<file path="src/rtl/conv_bcd_hh_bin_2dig.sv">
// Two-digit BCD to binary converter for hour/minute/second fields.
// Reverse double-dabble over 7 iterations, with digit and range checks and a start/busy/done handshake.
module conv_bcd_hh_bin_2dig #(
    parameter int N   = 5,
    parameter int MAX = 23
) (
    input  logic         clk,
    input  logic         reset,
    input  logic         start,
    input  logic [3:0]   digit1,
    input  logic [3:0]   digit0,
    output logic         busy,
    output logic         done,
    output logic         error,
    output logic [N-1:0] bin_out
);

    typedef enum logic [2:0] {IDLE, CHECK, CONV, FIN, DONE} state_t;

    localparam logic [6:0] MAX7 = 7'(MAX);

    state_t      state;
    logic [14:0] sr;
    logic [2:0]  it;
    logic [14:0] shifted;
    logic [14:0] corrected;

    function automatic logic [3:0] fix_nibble(input logic [3:0] nib);
        return (nib >= 4'd8) ? nib - 4'd3 : nib;
    endfunction

    // One reverse double-dabble step: shift right, then undo the +3 on each BCD nibble.
    always_comb begin
        shifted   = {1'b0, sr[14:1]};
        corrected = {fix_nibble(shifted[14:11]), fix_nibble(shifted[10:7]), shifted[6:0]};
    end

    always_ff @(posedge clk or negedge reset) begin
        if (!reset) begin
            state   <= IDLE;
            sr      <= '0;
            it      <= '0;
            busy    <= 1'b0;
            done    <= 1'b0;
            error   <= 1'b0;
            bin_out <= '0;
        end else begin
            case (state)
                IDLE: begin
                    done <= 1'b0;
                    if (start) begin
                        sr    <= {digit1, digit0, 7'b0};
                        busy  <= 1'b1;
                        state <= CHECK;
                    end
                end
                CHECK: begin
                    if (sr[14:11] > 4'd9 || sr[10:7] > 4'd9) begin
                        error <= 1'b1;
                        done  <= 1'b1;
                        state <= DONE;
                    end else begin
                        it    <= '0;
                        state <= CONV;
                    end
                end
                CONV: begin
                    sr <= corrected;
                    it <= it + 3'd1;
                    if (it == 3'd6) state <= FIN;
                end
                FIN: begin
                    // Compare on all 7 bits so values like 99 cannot alias into range.
                    if (sr[6:0] > MAX7) begin
                        error <= 1'b1;
                    end else begin
                        error   <= 1'b0;
                        bin_out <= sr[N-1:0];
                    end
                    done  <= 1'b1;
                    state <= DONE;
                end
                DONE: begin
                    done  <= 1'b0;
                    busy  <= 1'b0;
                    state <= IDLE;
                end
                default: begin
                    busy  <= 1'b0;
                    done  <= 1'b0;
                    state <= IDLE;
                end
            endcase
        end
    end

endmodule

</file>
<file path="config.mk">
export PLATFORM = sky130hd
export DESIGN_NAME = conv_bcd_hh_bin_2dig
export DESIGN_NICKNAME = d
export VERILOG_FILES = /design/src/rtl/conv_bcd_hh_bin_2dig.sv
export SDC_FILE = /design/constraint.sdc
export NUM_CORES = 1
export LEC_CHECK = 0
export CAP_MARGIN = 0
export CORE_MARGIN = 2
export CORE_UTILIZATION = 57
export CTS_CLUSTER_DIAMETER = 200
export CTS_CLUSTER_SIZE = 8
export DETAILED_ROUTE_END_ITERATION = 10
export GPL_TIMING_DRIVEN = 0
export PLACE_DENSITY = 0.8
export RECOVER_POWER = 25
export SLEW_MARGIN = 30
export SYNTH_ARGS = -nofsm -noshare
export SYNTH_HDL_FRONTEND = slang
export SYNTH_SLANG_ARGS = --single-unit
</file>
<file path="constraint.sdc">
create_clock -name clk -period 2.59 [get_ports clk]
set_clock_uncertainty 0.1 [all_clocks]
set_input_delay 0.259 -clock clk [delete_from_list [all_inputs] [get_ports clk]]
set_output_delay 0.259 -clock clk [all_outputs]
set_load 0.01 [all_outputs]
</file>
# --- Word-level counts from Yosys, hierarchy flattened ---
# Cells that the tools add are included.
word_totals:
  inputBits: 11
  output_inout_bits: 8
  latchBits: 0
  ram_bits: 0
  mem_bits_ro: 0
  mem_count: 0
  word_cells: 52
  ff_bits: 29
op_classes:
  n_mul: 0
  magnitude_cmp: 4
  muxes: 15
  shifts: 0
  div: 0
  n_eq_ne: 8
  n_reduce_logical: 13
  bitwise: 3
  n_addsub: 2
ops:
  columns: ["cell", "n"]
  rows:
  - ["$pmux 15 s2", 1]
  - ["$mux 15", 1]
  - ["$reduce_and 2->1", 7]
  - ["$mux 3", 4]
  - ["$pmux 3 s4", 1]
  - ["$gt 4x4->1 const B", 2]
  - ["$ne 2x2->1 const B", 4]
  - ["$gt 7x5->1 const B", 1]
  - ["$eq 3x2->1 const B", 2]
  - ["$pmux 3 s2", 1]
  - ["$reduce_bool 2->1", 3]
  - ["$ge 4x4->1 const B", 1]
  - ["$mux 4", 1]
  - ["$pmux 1 s2", 2]
  - ["$sub 4x2->4 const B", 1]
  - ["$add 3x1->3 const B", 1]
  - ["$eq 3x1->1 const B", 1]
  - ["$eq 3x3->1 const B", 1]
  - ["$logic_not 3->1", 1]
  - ["$mux 1", 3]
  - ["$not 1->1", 3]
  - ["$pmux 1 s3", 1]
  - ["$reduce_or 3->1", 1]
  - ["$logic_or 1x1->1", 1]

# --- Longest topological paths before layout ---
depth:
  depth_word: 4
  ltp_mapped: 5
  depth_no_buf: 5

# --- Least setup slack after synthesis ---
# Ideal clock, no wire load.
synth_timing:
  kind: "register to register"
  start: "register state[2]"
  end: "register sr[11]"
  required_time_ps: 2366
  stages_incl_launch_ff: 5
  setup_slack_ps: 1204
  path_buffers: 1
  synth_period_minus_slack_ps: 1386
  setup_time_ps: 124
  arrival_ps: 1162
  cell_sequence: "dfrtp_1 > buf_6 > or3b_1 > o22ai_1 > a21oi_1"
synth_between:
  elab_chain_len: 3
  word_cells_on_any_way: 6
  cone_classes: "2 x eq/ne; 1 x mux; 3 x reduce/logical"
synth_rtl:
  columns: ["item", "line_no", "source"]
  rows:
  - ["start: declaration", "22", "state_t state;"]
  - ["start signal: assignment", "40", "state <= IDLE;"]
  - ["start signal: assignment", "54", "state <= CHECK;"]
  - ["start signal: assignment", "61", "state <= DONE;"]
  - ["$eq 3x2->1 / $logic_not 3->1 (equally long branches)", "48", "case (state)"]
  - ["$reduce_bool 2->1 (no source line) / $ne 2x2->1 (equally long branches)", null, null]
  - ["$reduce_and 2->1 (no source line)", null, null]
  - ["end signal: assignment", "52", "sr <= {digit1, digit0, 7'b0};"]
  - ["end signal: assignment", "68", "sr <= corrected;"]
  - ["end: declaration", "23", "logic [14:0] sr;"]
# Parallel ways exist; a longest one is shown, timed or not.
# A chain may end at the register's enable or synchronous reset.

# --- Final worst setup path ---
layout_timing:
  start: "register done"
  end: "output done"
layout_rtl:
  columns: ["item", "line_no", "source"]
  rows:
  - ["start: declaration", "13", "output logic done,"]
  - ["start signal: assignment", "44", "done <= 1'b0;"]
  - ["start signal: assignment", "50", "done <= 1'b0;"]
  - ["start signal: assignment", "60", "done <= 1'b1;"]
# No word-level cell between the ends.

==> metrics.yaml <==
global_route:
  grt.met3_usage_pct: 10.5
  top_usage_layer: "met2"
  grt_pass1_wl_mm: 4.83
  grtUsageMet2_pct: 38.5
  grt_use_met1_pct: 30.5
  grt_overflow_total: 0
  grt_usage_pct: 25.2
  antenna_found_initial: 0
  grt_pass1_vias: 1039
  grt_max_degree: 30
finish:
  drive_above_1_share_pct: 17.7
  nets: 161
  fillers: 173
  areaGrowthSynthToFinish_pct: 19.7
  diodes: 0
place:
  gp_congestion: 0.780
  hpwl_mm: 2.02
  port-buffer-count: 18
logic_synthesis:
  yosysMostFrequentCell: "dfrtp_1"
  synthMuxAreaShare_pct: 4.90
  synth_compound_area_share_pct: 21.6
  synth_ff_type: "dfrtp_1"
  async_reset_ff_share_pct: 100
  synth-adder-area-share_pct: 3.63
  syn_nets: 135
  ys_top_cells_by_count: "29 x dfrtp_1, 10 x o22ai_1, 8 x a21oi_1"
  synthTopCellsByArea: "dfrtp_1 53%, mux2_2 4.9%, o22ai_1 4.5%, a22o_1 4.4%, ha_1 3.6%"
  syn_area_per_cell_um2: 11.5
  synth_top_cell_by_area: "dfrtp_1"
  synthCells: 120
  yosysUniqueCellTypes: 39
  synth_edf_count: 0
  yosys_warnings: 0
  ys_ff_latch: 29
  synth_xor_xnor_area_share_pct: 1.27
  synth_top_area_share_pct: 52.6
  syn_area_mm2: 0.00138
  ys_seq_area_share_pct: 52.6
  yosys.area_share.simple_pct: 11.8
  synth_top_family_by_area: "compound AO/OA/AOI/OAI gates"
sta:
  finalSetupTns_ns: 0
  finalCritPeriodShare_pct: 62.3
  grt_setup_unrepaired: "false"
  relSlewSlack_pct: 59.1
  hold_viol_final: 0
  tightest_slew_ns: 0.614
  setup_viol: 0
  fmaxAchievable_ghz: 0.620
  drv_slew: 0
  fin_crit_ns: 1.61
  whs_ns: 0.365
drt:
  drt-total-wl_mm: 2.95
  dr_total_vias: 1067
  viasPerCell: 6.10
  drc_errors: 0
  drtPass1Iterations: 4
  antenna_left: 0
  drt_iter0_markers: 18
  avgRoutedWirePerCell_um: 16.8
power:
  ir_worst_vdd_v: 0.000710
  p_clk_share_pct: 14.7
  power.internal_mw: 1.07
  pwr_density_cell_mw_per_mm2: 1080
  net-switching-power_mw: 0.707
  p_leak_nw: 0.743
  seq_power_share_pct: 41.9
  combPwrFrac_pct: 43.5
  switching_share_pct: 39.7
die:
  die_x_um: 53.2
  rows: 17
  placeableCoreArea_mm2: 0.00225
  ios: 19
  start_util_pct: 61.2
  dieArea_mm2: 0.00283
  die_h_um: 53.2
cts:
  clockBufferDepth: 2
  ctsResizeCount: 0
  cts_inserted_buffers: 5
  cts_sinks: 29
  cts.htree.levels: 2
  clk_pin_slew_worst_paths_ns: 0.10
  worst_skew_pair.late_latency_ns: 0.34
  post_cts_buffers: 0
  cts_hold_buf: 1
  cts_tree: "yes"
  clock-root-buffer: "clkbuf_4"
min_path:
  worstHoldPathType: "input pin to asynchronous set/reset pin"
setup_path:
  critPathBufInv: 1
  path_delay_family: "buffers and inverters"
  cp_slowest_cell: "clkdlybuf4s50_1"
  endpoint_kind: "output port"
  cp_data_required_time_ns: 2.23
  worstPathArrival_ns: 1.25
  crit_path_cell_trace: "clkdlybuf4s50_1"
  critPathLaunchType: "register"
  crit_path_max_fanout: 3
  cp_slowest_stage_delay_ns: 0.54
  crit_type: "register to output port"
outcome:
  status: "complete, no violations"
run:
  drv_cap: 0
-- area by class of cell --
class | instances | area [um^2] | area share (%)
multi-input combinational | 80 | 596 | 36.1
tap | 28 | 35.0 | 2.12
sequential | 29 | 726 | 43.9
clock buffer | 6 | 41.3 | 2.50
clock inverter | 2 | 10.0 | 0.606
buffer | 6 | 40.0 | 2.42
inverter | 5 | 18.8 | 1.14
timing repair buffer | 19 | 185 | 11.2
-- metal layers --
layer	wire length [um]	share of wire (%)
met1	1280	43
met2	1410	48
met3	201	6.8
met4	52	1.8
met5	0	0
-- kinds of logic (layout without fill, tap and decap cells) --
family          Yosys count  count (layout)
compound gates           42              42
xor+xnor                  2               2
fa+ha+maj                 4               4
buf+inv                  11              38
flops                    29              29
mux                       6               6
simple gates             26              26
-- registers in the layout (all words and copies together), names as in the netlist --
name,count
bin_out,5
busy,1
sr,15
error,1
done,1
state,3
it,3
-- power by group through the flow --
stage	combinational [mW]	sequential (mW)	clock, mW
after global routing	0.857	0.763	0.291
after CTS	0.771	0.739	0.268
after global placement	0.734	0.736	0
after floorplan	0.570	0.721	0
final	0.774	0.745	0.261
after detailed placement	0.767	0.748	0
-- per-stage QoR --
step                instances  setup WS (ns)  power, mW  area, um^2  utilization [%]
floorplan                 120           1.20       1.29        1380                -
global placement          166          0.735       1.47        1600             70.8
detailed placement        166          0.696       1.52        1590             70.5
CTS                       175          0.958       1.78        1650             73.3
global route              175          0.909       1.91        1650             73.3
finish                    175          0.976       1.78        1650             73.3
-- final timing paths --
check	from	end	slack, ns	cells after the start
worst max-delay path	done	done	0.98	1
worst min-delay path	reset	sr[13]	0.36	2
worst max register to register	state[2]	sr[11]	1.04	4
worst min register to register	error	error	0.40	1
max in group asynchronous	reset	sr[5]	1.62	2
min in group clk	error	error	0.40	1
-- layout by cell type, fill, tap and decap left out, drive strengths merged, types with 2 or more instances in the layout --
master / count
clkbuf: 8
a311oi: 2
mux2: 6
ha: 4
nand3: 3
dfrtp: 29
buf: 5
o21ai: 4
clkdlybuf4s50: 17
o22ai: 10
nor2b: 2
a31oi: 2
nand2: 5
nand4: 2
and2b: 2
a22o: 7
inv: 5
o221a: 2
nor2: 5
a21oi: 9
clkinv: 2
or3b: 2
Note: power is estimated with default switching activity, not from simulation.
